**config.mk**
```make
export PLATFORM = sky130hd
export DESIGN_NAME = data_transfer_link
export DESIGN_NICKNAME = d
export VERILOG_FILES = /design/src/rtl/data_transfer_pkg.sv /design/src/rtl/data_transfer_fifo.sv /design/src/rtl/data_transfer_link.sv
export SDC_FILE = /design/constraint.sdc
export NUM_CORES = 1
export LEC_CHECK = 0
export CORE_MARGIN = 1
export CORE_UTILIZATION = 50
export CTS_CLUSTER_SIZE = 25
export DETAILED_ROUTE_END_ITERATION = 12
export PLACE_DENSITY = 0.76
export SYNTH_ARGS = -nofsm -noshare
export SYNTH_HDL_FRONTEND = slang
export SYNTH_SLANG_ARGS = --single-unit
```
**constraint.sdc**
```tcl
create_clock -name clk -period 5.1 [get_ports clk]
set_clock_uncertainty 0.15 [all_clocks]
set_input_delay 1.275 -clock clk [delete_from_list [all_inputs] [get_ports clk]]
set_output_delay 1.275 -clock clk [all_outputs]
set_load 0.005 [all_outputs]
```
**src/rtl/data_transfer_pkg.sv**
```systemverilog
// Shared types and limits for the data transfer link.
package data_transfer_pkg;

    localparam int DATA_W    = 8;
    localparam int MAX_DEPTH = 16;
    localparam int LVL_W     = $clog2(MAX_DEPTH + 1);

    typedef logic [DATA_W-1:0] data_t;

endpackage

```
**src/rtl/data_transfer_fifo.sv**
```systemverilog
// Circular buffer storage with wrapping pointers and a registered head word.
module data_transfer_fifo
    import data_transfer_pkg::*;
#(
    parameter int WIDTH = DATA_W,
    parameter int DEPTH = 2
) (
    input  logic             clk,
    input  logic             rst,
    input  logic             push,
    input  logic             pop,
    input  logic [WIDTH-1:0] wr_data,
    input  logic [LVL_W-1:0] level,
    output logic [WIDTH-1:0] head
);

    localparam int PTR_W = (DEPTH > 1) ? $clog2(DEPTH) : 1;

    logic [WIDTH-1:0] mem_q [DEPTH];
    logic [PTR_W-1:0] wr_ptr_q, wr_ptr_d;
    logic [PTR_W-1:0] rd_ptr_q, rd_ptr_d;
    logic [WIDTH-1:0] head_q, head_d;

    function automatic logic [PTR_W-1:0] ptr_inc(input logic [PTR_W-1:0] p);
        return (p == PTR_W'(DEPTH - 1)) ? '0 : p + 1'b1;
    endfunction

    // The head register is reloaded with whatever will be oldest after this
    // edge; when the buffer drains it simply keeps the last word shown.
    always_comb begin
        wr_ptr_d = push ? ptr_inc(wr_ptr_q) : wr_ptr_q;
        rd_ptr_d = pop  ? ptr_inc(rd_ptr_q) : rd_ptr_q;
        head_d   = head_q;
        if (pop) begin
            if (level > LVL_W'(1))
                head_d = mem_q[rd_ptr_d];
            else if (push)
                head_d = wr_data;
        end else if (level == '0 && push) begin
            head_d = wr_data;
        end
    end

    always_ff @(posedge clk or posedge rst) begin
        if (rst) begin
            wr_ptr_q <= '0;
            rd_ptr_q <= '0;
            head_q   <= '0;
        end else begin
            wr_ptr_q <= wr_ptr_d;
            rd_ptr_q <= rd_ptr_d;
            head_q   <= head_d;
        end
    end

    always_ff @(posedge clk) begin
        if (push)
            mem_q[wr_ptr_q] <= wr_data;
    end

    assign head = head_q;

endmodule

```
**src/rtl/data_transfer_link.sv**
```systemverilog
// Valid/ready buffered link: handshake, occupancy and optional traffic counters.
// Define DATA_TRANSFER_STATS_EN to add in_count/out_count outputs.
module data_transfer_link
    import data_transfer_pkg::*;
#(
    parameter int WIDTH = DATA_W,
    parameter int DEPTH = 2
) (
    input  logic             clk,
    input  logic             rst,
    input  logic [WIDTH-1:0] data_in,
    input  logic             data_in_valid,
    output logic             ready_to_receive,
    output logic [WIDTH-1:0] data_out,
    output logic             data_out_valid,
    input  logic             sink_ready,
`ifdef DATA_TRANSFER_STATS_EN
    output logic [4:0]       level,
    output logic [15:0]      in_count,
    output logic [15:0]      out_count
`else
    output logic [4:0]       level
`endif
);

    logic [LVL_W-1:0] level_q, level_d;
    logic             push, pop;

    // Handshake depends only on the registered level, so no input reaches
    // ready_to_receive or data_out_valid combinationally.
    assign ready_to_receive = (level_q < LVL_W'(DEPTH));
    assign data_out_valid   = (level_q != '0);
    assign push             = data_in_valid && ready_to_receive;
    assign pop              = data_out_valid && sink_ready;
    assign level            = level_q;

    always_comb begin
        level_d = level_q;
        if (push && !pop)
            level_d = level_q + 1'b1;
        else if (pop && !push)
            level_d = level_q - 1'b1;
    end

    always_ff @(posedge clk or posedge rst) begin
        if (rst)
            level_q <= '0;
        else
            level_q <= level_d;
    end

    data_transfer_fifo #(
        .WIDTH (WIDTH),
        .DEPTH (DEPTH)
    ) u_fifo (
        .clk     (clk),
        .rst     (rst),
        .push    (push),
        .pop     (pop),
        .wr_data (data_in),
        .level   (level_q),
        .head    (data_out)
    );

`ifdef DATA_TRANSFER_STATS_EN
    logic [15:0] in_count_q, in_count_d;
    logic [15:0] out_count_q, out_count_d;

    always_comb begin
        in_count_d  = in_count_q + 16'(push);
        out_count_d = out_count_q + 16'(pop);
    end

    always_ff @(posedge clk or posedge rst) begin
        if (rst) begin
            in_count_q  <= '0;
            out_count_q <= '0;
        end else begin
            in_count_q  <= in_count_d;
            out_count_q <= out_count_d;
        end
    end

    assign in_count  = in_count_q;
    assign out_count = out_count_q;
`endif

endmodule

```
== Word level (Yosys, flattened, before mapping) ==
Memory sizes are Yosys's and may differ from the RTL's.
Index checks and enable logic that the tools add are counted.

* Add/subtract/negate cells: 4
* Order comparisons: 2
* Equal/unequal tests: 1
* Mux-type cells: 11
* Reduce and logical (&&, ||, !) cells: 12

{| class="wikitable"
|+ Operator list
! cell !! number
|-
| $mux W8 || 4
|-
| $mux W5 || 2
|-
| $add A5 B1 Y5 const B || 1
|-
| $gt A5 B1 Y1 const B || 1
|-
| $logic_and A1 B1 Y1 || 5
|-
| $logic_not A5 Y1 || 1
|-
| $lt A5 B2 Y1 const B || 1
|-
| $mux W1 || 5
|-
| $reduce_bool A5 Y1 || 1
|-
| $sub A5 B1 Y5 const B || 1
|-
| $reduce_bool A2 Y1 || 2
|-
| $ne A3 B2 Y1 const B || 1
|-
| $add A1 B1 Y1 const B || 2
|-
| $logic_not A1 Y1 || 2
|-
| $reduce_and A2 Y1 || 1
|}

* Register bits: 15
* Memory bits (writable): 16
* Input bits: 12
* Output and inout bits: 15
* Logic and storage cells: 35
* Memories kept: 1

{| class="wikitable"
|+ Memory list
! name !! words !! width !! rd ports !! clocked after Yosys merged registers in !! wr ports !! RTL line !! source
|-
| u_fifo.mem_q || 2 || 8 || 1 || 0 || 1 || data_transfer_fifo.sv:19 || <nowiki>logic [WIDTH-1:0] mem_q [DEPTH];</nowiki>
|}

== Logic depth before layout (Yosys ltp) ==
Gate-level depths: netlist of run 1.

* Word-level depth: 6
* Gate-level depth with buffers: 10
* Mapped depth without buffers: 9

== By module ==
Synthesis of run 1 repeated with hierarchy kept, for this count alone.

* Cells, all modules: 112
* Area total of the unflattened synthesis: 1442.6 µm²

{| class="wikitable"
|+ Modules (own cells, without submodules)
! module !! instances !! cells each !! area an instance (µm²)
|-
| data_transfer_fifo || 1 || 69 || 1022.2
|-
| data_transfer_link || 1 || 43 || 420.4
|}

== Least setup slack after synthesis of run 1 ==
OpenSTA, ideal clock, no wires.

* Path kind: input to register
* From: in data_in_valid
* To: reg level_q[4] (netlist: level[4])
* Library setup time: 0.080 ns
* Arrival time: 2.591 ns
* Data required time: 4.870 ns
* Slack: 2.279 ns
* Stages: 6
* Cell sequence: nand2_1 -> inv_1 -> ha_1 -> or4b_2 -> a21oi_1 -> xor2_1

* Word-level cells in the longest chain between the ends: 4
* Elaborated cells on any way between the ends: 6

{| class="wikitable"
|+ RTL lines
! item !! RTL line !! source
|-
| from (decl) || data_transfer_link.sv:12 || <nowiki>input logic data_in_valid,</nowiki>
|-
| $logic_and A1 B1 Y1 * || data_transfer_link.sv:33 || <nowiki>assign push = data_in_valid && ready_to_receive;</nowiki>
|-
| named net push || data_transfer_link.sv:27 || <nowiki>logic push, pop;</nowiki>
|-
| $logic_not A1 Y1 || data_transfer_link.sv:41 || <nowiki>else if (pop && !push)</nowiki>
|-
| $logic_and A1 B1 Y1 || data_transfer_link.sv:41 ||
|-
| $reduce_bool A2 Y1 (no line) || n/a ||
|-
| to (signal assigned) || data_transfer_link.sv:49 || <nowiki>level_q <= level_d;</nowiki>
|-
| to (decl) || data_transfer_link.sv:26 || <nowiki>logic [LVL_W-1:0] level_q, level_d;</nowiki>
|}

The timed path passes the listed nets; every way through them passes the cells marked *.
A chain may end at the register's enable or synchronous reset.

== Worst setup path in the final report of run 1 ==
* From: reg level_q[1] (netlist: level[1])
* To: out data_out_valid

* Word-level cells in the longest chain between the ends: 1

{| class="wikitable"
|+ RTL lines
! item !! RTL line !! source
|-
| $reduce_bool A5 Y1 || data_transfer_link.sv:32 || <nowiki>assign data_out_valid = (level_q != '0);</nowiki>
|-
| to (decl) || data_transfer_link.sv:15 || <nowiki>output logic data_out_valid,</nowiki>
|}

Every way passes these cells.

==> results.sh, run 1 <==
export IMPL_cts_htree_levels=2
export IMPL_cts_buffers=5
export IMPL_drt_first_pass_iters=8
export IMPL_die_x_um=57.21
export IMPL_fillers=206
export IMPL_io_buffers=26
export IMPL_synth_top_cell_by_area="edfxtp_1"
export IMPL_clk_latency_ns=0.32
export IMPL_wl_per_cell_um=16.64
export IMPL_via_count=897
export IMPL_final_max_slew_viol_count=0
export IMPL_cts_setup_buffers=0
export IMPL_slew_headroom_pct=48.42
export IMPL_grt_pass1_vias=947
export IMPL_cp_end_kind="primary output"
export IMPL_synthCells=99
export IMPL_die_h_um=57.21
export IMPL_status="complete, but fails checks"
export IMPL_clkSinkCount=31
export IMPL_dp_hpwl_um=1887
export IMPL_grtUsageTotal_pct=19.09
export IMPL_yosys_top_cells_area="edfxtp_1 32%, dfrtp_1 25%, mux2_2 11%, mux2_4 7.9%, ha_1 4.9%"
export IMPL_layout_drive_gt1_share_pct=28.46
export IMPL_cts_repair_resize_count=0
export IMPL_nNetsFinal=147
export IMPL_cp_max_fo=8
export IMPL_antenna_found_initial=0
export IMPL_synth_cell_types=29
export IMPL_design_die_area_um2=3272
export IMPL_rsz0062_at_grt="no"
export IMPL_gr_total_overflow=0
export IMPL_ant_nets=0
export IMPL_core_rowCount=19
export IMPL_ys_seq_area_share_pct=56.16
export IMPL_ios=27
export IMPL_worstSetupStartpointType="register"
export IMPL_grt_max_degree=16
export IMPL_finalWeightedCongestion=0.6990
export IMPL_drt_iter0_markers=26
export IMPL_cp_slowest_cell="dfrtp_1"
export IMPL_power_density_nw_per_um2=545.0
export IMPL_layout_common_cells="26 x clkdlybuf4s50_1, 16 x edfxtp_1, 15 x mux2_2, 15 x dfrtp_1, 8 x mux2_4"
export IMPL_drt_wl_total_um=2679
export IMPL_synth_area_um2=1524
export IMPL_fin_tns_setup_ns=0
export IMPL_violations="design-rule violations"
export IMPL_cts_tree="yes"
export IMPL_max_clock_path_buffers=2
export IMPL_cp_data_required_time_ns=3.67
export IMPL_synth_top_cell_area_share_pct=31.53
export IMPL_setup_viol=0
export IMPL_cts_reportedPaths_clkPinSlew_ns=0.09
export IMPL_worstReg2RegStart="level[1]$_DFFE_PP0P_"
export IMPL_holdBufCountCts=0
export IMPL_fin_crit_ns=3.423
export IMPL_fin_crit_sh_pct=67.11
export IMPL_hp_class="reg -> reg"
export IMPL_finalHoldViolCount=0
export IMPL_crit_arrival_ns=2.00
export IMPL_max_freq_ghz=0.2922
export IMPL_finalWorstSetupSlack_ns=1.677
export IMPL_worstHoldStart="u_fifo.wr_ptr_q$_DFFE_PP0P_"
export IMPL_clockRootBuffer="clkbuf_4"
export IMPL_maxCapViolations=0
export IMPL_worstSetupStartpoint="level[1]$_DFFE_PP0P_"
export IMPL_routed_via_density=5.571
export IMPL_avgSynthCellArea_um2=15.39
export IMPL_irDropWorstVdd_uv=289.9
export IMPL_crit_path_max_incr_delay_ns=0.50
export IMPL_initial_core_util_pct=53.87
export IMPL_cp_cell_sequence="inv_1 > ha_1 > nor4b_4 > inv_1 > clkdlybuf4s50_1"
export IMPL_synth_nets=117
export IMPL_synth_yosys_warnings=0
export IMPL_final_common_cell="clkdlybuf4s50_1"
export IMPL_path_common_cell="inv_1"
export IMPL_core_area_um2=2829
export IMPL_grt_pass1_wl_um=4547
export IMPL_synthToLayoutAreaGrowth_pct=23.32
export IMPL_n_antenna_cell=0
export IMPL_drcViolationCount=4
export IMPL_worst_slew_pin_slew_ns=0.7708
export IMPL_power_leakage_uw=0.0007507
export IMPL_dp_slack_ns=1.712
export IMPL_ys_ff_latch=31
export IMPL_critPathKind="reg -> out"
[routing by layer]
metal  part of all wire [%]  vias to the layer above  global-route usage, %
li1                       -                      419                      -
met5                      0                        -                      0
met2                     50                       31                  30.59
met1                     42                      442                  24.66
met4                    1.3                        0                  9.059
met3                    6.3                        5                  4.535
[report_power, final]
part	internal [µW]	switching, µW	leakage, µW
Combinational	266	140	0.000388
Clock	101	80.5	0.0000426
Sequential	336	101	0.000320
[registers in the layout, indices dropped and copies added, names as in the netlist]
signal,flops
u_fifo.head,8
u_fifo.mem_q,16
u_fifo.wr_ptr_q,1
level,5
u_fifo.rd_ptr_q,1
[cell usage after synthesis (all sizes together)]
master and number:
mux2 24, edfxtp 16, dfrtp 15, inv 7, ha 6, xor2 4
buf 3, nand2 3, xnor2 3, a21oi 2, nand4 2, nor2 2
a211oi 1, a32o 1, and3 1, mux2i 1, nand4b 1, nor3 1
nor4 1, nor4b 1, o21ai 1, o21bai 1, or4 1, or4b 1
[logic make-up after synthesis]
kind of cell    Yosys count  share of synthesized area (%)
compound gates            6                          3.448
xor+xnor                  7                          4.023
fa+ha+maj                 6                          4.926
buf+inv                  10                          3.037
flops                    31                          56.16
mux                      25                          20.36
simple gates             14                          8.047
[critical path: cells and delay by family (launching register included)]
kind	cells	cell delay, ns
buffers and inverters	3	0.73
adder cells (fa/ha/maj)	1	0.18
flip-flops	1	0.50
AND/OR/NAND/NOR	1	0.28
[per-stage QoR]
stage	power [µW]	utilization (%)	instance area (µm²)	hold WS [ns]	cells
3_5_place_dp	852.4	63.73	1803	0.3346	153
2_1_floorplan	677.8	-	1524	0.3099	99
3_3_place_gp	838.8	63.73	1803	0.3381	153
6_report	1024	66.43	1879	0.3521	161
5_1_grt	1093	66.43	1879	0.3897	161
4_1_cts	1036	66.43	1879	0.3466	161
[path summary, 6_finish.rpt]
kind	to	slack, ns	cells past startpoint
worst max-delay path	data_out_valid	1.68	5
worst min-delay path	u_fifo.wr_ptr_q$_DFFE_PP0P_	0.35	1
worst max register to register	level[4]$_DFFE_PP0P_	2.41	9
worst min register to register	u_fifo.wr_ptr_q$_DFFE_PP0P_	0.35	1
max in group asynchronous	u_fifo.head[2]$_DFFE_PP0P_	3.26	2
min in group asynchronous	level[2]$_DFFE_PP0P_	1.15	2
[final cells by class]
class | instances | area, µm² | share of cell area [%]
flip-flops and latches | 31 | 855.8 | 45.54
clock buffers | 5 | 37.54 | 1.997
inverters | 7 | 26.28 | 1.398
clock inverters | 3 | 38.79 | 2.064
repair buffers | 26 | 260.3 | 13.85
multi-input cells | 58 | 621.8 | 33.09
well taps | 31 | 38.79 | 2.064
Note: power is estimated with default switching activity, not from simulation.
==> inputs of run 2 (changes only) <==
- CORE_UTILIZATION: 50 -> 46
- PLACE_DENSITY: 0.76 -> 0.74
- clock period: 5.1 -> 2.9 ns (I/O delays scaled with it)
==> run 2 against run 1 <==
Effect of this change: die area rose by 8.4%; register-to-register slack lost 2.0 ns; utilization fell by 4.7 points; non-clock buffer count is 5 higher; clock power increased by 39%; first-iteration DRC count is 19% lower; routed wire length increased by 1.2%; sequential power grew 69%; combinational power grew 89%; via count down 0.67%; critical path depth stayed put; hold slack improved by 0.0067 ns; the flow now finishes without violations.
==> results.sh, run 2 (synthesis gave the netlist of run 1 again) <==
export IMPL_status="finished clean"
export IMPL_antenna_found_initial=0
export IMPL_top_register="u_fifo.mem_q"
export IMPL_largest_reg_flops=16
export IMPL_cp_end_kind="primary output"
export IMPL_final_max_slew_viol_count=0
export IMPL_reg2reg_depth=9
export IMPL_clk_latency_ns=0.33
export IMPL_finalHoldViolCount=0
export IMPL_max_freq_ghz=0.3613
export IMPL_dp_slack_ns=0.1284
export IMPL_final_common_cell="clkdlybuf4s50_1"
export IMPL_worstSetupStartpointType="register"
export IMPL_worstReg2RegStart="level[1]$_DFFE_PP0P_"
export IMPL_p_clk_share_pct=14.3
export IMPL_finalNonFillerCells=178
export IMPL_grt_max_degree=16
export IMPL_combPwrFrac_pct=43.6
export IMPL_cts_reportedPaths_clkPinSlew_ns=0.10
export IMPL_cp_max_fo=3
export IMPL_reg2reg_slack_ns=0.40
export IMPL_p_int_uw=1198
export IMPL_routed_via_density=5.006
export IMPL_critPathKind="reg -> out"
export IMPL_drt_wl_total_um=2712
export IMPL_maxCapViolations=0
export IMPL_ant_nets=0
export IMPL_layout_drive_gt1_share_pct=32.09
export IMPL_max_clock_path_buffers=2
export IMPL_drt_first_pass_iters=4
export IMPL_grt_pass1_wl_um=4526
export IMPL_slew_headroom_pct=58.62
export IMPL_drcViolationCount=0
export IMPL_final_util_pct=61.69
export IMPL_place_inst=170
export IMPL_fin_crit_sh_pct=95.43
export IMPL_power_leakage_uw=0.0007667
export IMPL_power_switching_uw=559.7
export IMPL_core_rowCount=20
export IMPL_n_antenna_cell=0
export IMPL_ios=27
export IMPL_cts_tree="yes"
export IMPL_core_area_um2=3103
export IMPL_finalWeightedCongestion=0.7315
export IMPL_cts_buffers=5
export IMPL_worst_slew_pin_slew_ns=0.6200
export IMPL_finalWorstSetupSlack_ns=0.1325
export IMPL_power_density_nw_per_um2=917.9
export IMPL_cts_htree_levels=2
export IMPL_wl_per_cell_um=15.24
export IMPL_worstHoldStart="u_fifo.wr_ptr_q$_DFFE_PP0P_"
export IMPL_die_h_um=59.56
export IMPL_gr_total_overflow=0
export IMPL_sw_frac_of_total_pct=31.85
export IMPL_rsz0062_at_grt="no"
export IMPL_nNetsFinal=152
export IMPL_r2r_end="u_fifo.head[2]$_DFFE_PP0P_"
export IMPL_clkSinkCount=31
export IMPL_setup_viol=0
export IMPL_crit_arrival_ns=1.89
export IMPL_irDropWorstVdd_uv=564.6
export IMPL_fin_tns_setup_ns=0
export IMPL_drt_iter0_markers=21
export IMPL_grt_pass1_vias=934
export IMPL_layout_common_cells="26 x clkdlybuf4s50_1, 16 x edfxtp_1, 15 x mux2_2"
export IMPL_hold_end="u_fifo.wr_ptr_q$_DFFE_PP0P_"
export IMPL_hp_class="reg -> reg"
export IMPL_die_x_um=59.56
export IMPL_dp_hpwl_um=1866
export IMPL_initial_core_util_pct=49.11
export IMPL_power_frac_seq_pct=42.1
export IMPL_synthToLayoutAreaGrowth_pct=25.62
export IMPL_via_count=891
export IMPL_grtUsageTotal_pct=18.50
export IMPL_io_buffers=26
export IMPL_clockRootBuffer="clkbuf_4"
export IMPL_whs_path_depth=1
export IMPL_design_die_area_um2=3547
export IMPL_fin_crit_ns=2.767
export IMPL_cp_data_required_time_ns=2.03
run 2: cell types whose count changed in the layout (fill, tap and decap cells not counted), sizes merged:
cell and change:
buf +5, clkinv -1, clkbuf +1, bufinv -1
run 2: worst max-delay path, stage by stage (launching register included):
cell and delay, ns:
dfrtp_1 0.40, inv_1 0.10, ha_1 0.19, nor4b_4 0.28
inv_1 0.12, clkdlybuf4s50_1 0.46
run 2: layer usage:
layer	GRT usage, %	wire length (µm)	up-vias
met2	29.86	1373	25
li1	-	-	428
met1	21.67	1115	432
met3	7.642	172	6
met5	0	0	-
met4	7.973	51	0
run 2: how the worst max path moves through the flow:
stage                                     from                         end  slack (ns)  depth (start not counted)
after global placement              sink_ready  u_fifo.head[4]$_DFFE_PP0P_        0.21                          6
after floorplan           level[1]$_DFFE_PP0P_        level[4]$_DFFE_PP0P_        0.42                          9
after detailed placement         data_in_valid        level[4]$_DFFE_PP0P_        0.13                          7
after global routing      level[1]$_DFFE_PP0P_              data_out_valid        0.03                          5
after CTS                 level[0]$_DFFE_PP0P_              data_out_valid        0.04                          5
final                     level[1]$_DFFE_PP0P_              data_out_valid        0.13                          5
run 2: layout make-up:
cell class / count / area (µm²)
Fill cell: 282 / 1189
Sequential cell: 31 / 857.1
Multi-Input combinational cell: 58 / 621.8
Timing Repair Buffer: 31 / 297.8
Tap cell: 44 / 55.05
Clock buffer: 6 / 51.30
Inverter: 7 / 26.28
Clock inverter: 1 / 5.005
run 2: through the flow:
stage / power (µW) / hold slack (ns) / instance area (µm²)
floorplan: 1192 / 0.3099 / 1524
global placement: 1493 / 0.3350 / 1849
detailed placement: 1506 / 0.3399 / 1849
CTS: 1771 / 0.3577 / 1906
global route: 1884 / 0.3757 / 1914
finish: 1757 / 0.3587 / 1914
run 2: power by group through the flow:
stage / clock network, µW / logic (µW) / registers, µW
2_1_floorplan: 0 / 476 / 716
3_3_place_gp: 0 / 738 / 755
3_5_place_dp: 0 / 746 / 760
4_1_cts: 266 / 753 / 752
5_1_grt: 282 / 841 / 761
6_report: 251 / 766 / 740
run 2: what timing repair did:
item | 4_1_cts | 5_1_grt
endpoints found under the hold margin | 0 | 0
endpoints found under the setup margin | 0 | 1
gates resized for setup | 0 | 1
hold buffers | 0 | 0
buffers inserted | 0 | 1
==> inputs of run 3 (changes only) <==
- CORE_UTILIZATION: 46 -> 50
- DONT_BUFFER_PORTS: unset -> 1
- PLACE_DENSITY: 0.74 -> 0.68
==> run 3 against run 2 <==
Effect of this change: global-route usage fell by 0.48 points; utilization down 4.2 points; the run now ends with design-rule violations left; first-iteration DRC count is 4.8% lower; critical path depth increased by 4; combinational power is 30% lower.
==> results.sh, run 3 (synthesis gave the netlist of run 1 again) <==
export IMPL_via_count=794
export IMPL_core_rowCount=19
export IMPL_clockRootBuffer="clkbuf_4"
export IMPL_worst_slew_pin_slew_ns=0.6306
export IMPL_finalHoldWorstSlack_ns=0.2084
export IMPL_hp_class="in -> async"
export IMPL_p_clk_share_pct=16.7
export IMPL_worstSetupStartpointType="register"
export IMPL_cts_reportedPaths_clkPinSlew_ns=0.10
export IMPL_maxCapViolations=0
export IMPL_die_x_um=57.21
export IMPL_status="complete, but fails checks"
export IMPL_fin_tns_setup_ns=0
export IMPL_largest_reg_flops=16
export IMPL_cp_data_required_time_ns=3.00
export IMPL_violations="design-rule violations"
export IMPL_grt_pass1_vias=862
export IMPL_wl_per_cell_um=18.18
export IMPL_finalWeightedCongestion=0.7167
export IMPL_io_buffers=0
export IMPL_cts_repair_resize_count=0
export IMPL_cts_setup_buffers=0
export IMPL_sw_frac_of_total_pct=34.62
export IMPL_fin_crit_sh_pct=84.92
export IMPL_nNetsFinal=124
export IMPL_setup_viol=0
export IMPL_initial_core_util_pct=53.87
export IMPL_antenna_found_initial=0
export IMPL_cts_htree_levels=2
export IMPL_max_freq_ghz=0.4061
export IMPL_reg2reg_slack_ns=0.44
export IMPL_crit_arrival_ns=2.57
export IMPL_critPathKind="reg -> reg"
export IMPL_design_die_area_um2=3272
export IMPL_combPwrFrac_pct=34.6
export IMPL_synthToLayoutAreaGrowth_pct=6.650
export IMPL_grt_max_degree=16
export IMPL_clk_latency_ns=0.32
export IMPL_drt_iter0_markers=20
export IMPL_dp_hpwl_um=1781
export IMPL_ios=27
export IMPL_final_common_cell="edfxtp_1"
export IMPL_cp_max_fo=6
export IMPL_power_leakage_uw=0.0006571
export IMPL_gr_total_overflow=0
export IMPL_final_util_pct=57.45
export IMPL_ant_nets=0
export IMPL_top_register="u_fifo.mem_q"
export IMPL_layout_common_cells="16 x edfxtp_1, 15 x mux2_2, 15 x dfrtp_1"
export IMPL_power_density_nw_per_um2=960.9
export IMPL_grt_pass1_wl_um=4257
export IMPL_grtUsageTotal_pct=18.03
export IMPL_drt_first_pass_iters=7
export IMPL_core_area_um2=2829
export IMPL_finalWorstSetupSlack_ns=0.4373
export IMPL_fin_crit_ns=2.463
export IMPL_clkSinkCount=31
export IMPL_irDropWorstVdd_uv=463.8
export IMPL_cts_tree="yes"
export IMPL_cp_end_kind="register"
export IMPL_power_switching_uw=540.7
export IMPL_dp_slack_ns=0.4379
export IMPL_final_max_slew_viol_count=0
export IMPL_routed_via_density=5.754
export IMPL_n_antenna_cell=0
export IMPL_drt_wl_total_um=2509
export IMPL_drcViolationCount=2
export IMPL_finalHoldViolCount=0
export IMPL_power_frac_seq_pct=48.7
export IMPL_max_clock_path_buffers=2
export IMPL_slew_headroom_pct=57.91
export IMPL_layout_drive_gt1_share_pct=37.38
export IMPL_rsz0062_at_grt="no"
export IMPL_p_int_uw=1021
export IMPL_die_h_um=57.21
export IMPL_cts_buffers=5
export IMPL_holdBufCountCts=0
run 3: path summary, 6_finish.rpt:
kind | startpoint | to | cells after the start
max | level[1]$_DFFE_PP0P_ | level[4]$_DFFE_PP0P_ | 9
min | rst | u_fifo.head[3]$_DFFE_PP0P_ | 1
max reg2reg | level[1]$_DFFE_PP0P_ | level[4]$_DFFE_PP0P_ | 9
min reg2reg | u_fifo.wr_ptr_q$_DFFE_PP0P_ | u_fifo.wr_ptr_q$_DFFE_PP0P_ | 1
max in group asynchronous | rst | u_fifo.head[2]$_DFFE_PP0P_ | 1
min in group clk | data_in[4] | u_fifo.mem_q[1][4]$_DFFE_PP_ | 0
run 3: area by class of cell:
cell class / instances / area (µm²)
Timing Repair Buffer: 3 / 22.52
Inverter: 7 / 26.28
Clock inverter: 1 / 5.005
Tap cell: 31 / 38.79
Sequential cell: 31 / 855.8
Fill cell: 236 / 1204
Multi-Input combinational cell: 58 / 621.8
Clock buffer: 7 / 55.05
run 3: metal layers:
metal  vias up  track usage [%]  routed length, µm
li1        369                -                  -
met1       394            21.28               1054
met2        27            30.08               1285
met3         4            7.710                143
met4         0            5.226                 25
met5         -                0                  0
run 3: worst max-delay path: stages (launching register included):
cell,delay [ns]
dfrtp_1,0.36
inv_1,0.07
ha_1,0.19
nor4b_4,0.14
inv_1,0.12
nand2_2,0.09
ha_1,0.28
or4b_2,0.62
a21oi_1,0.19
xor2_1,0.16
run 3: power groups by stage:
stage	Clock (µW)	Combinational, µW	Sequential [µW]
6_report	261	540	761
5_1_grt	290	593	782
4_1_cts	270	545	764
3_5_place_dp	0	542	774
3_3_place_gp	0	529	772
2_1_floorplan	0	476	716
run 3: stage by stage:
| stage | instances | area (µm²) | power [µW] |
|---|---|---|---|
| after floorplan | 99 | 1524 | 1192 |
| after global routing | 138 | 1625 | 1665 |
| after CTS | 138 | 1625 | 1579 |
| after global placement | 130 | 1565 | 1301 |
| after detailed placement | 130 | 1565 | 1315 |
| final | 138 | 1625 | 1562 |
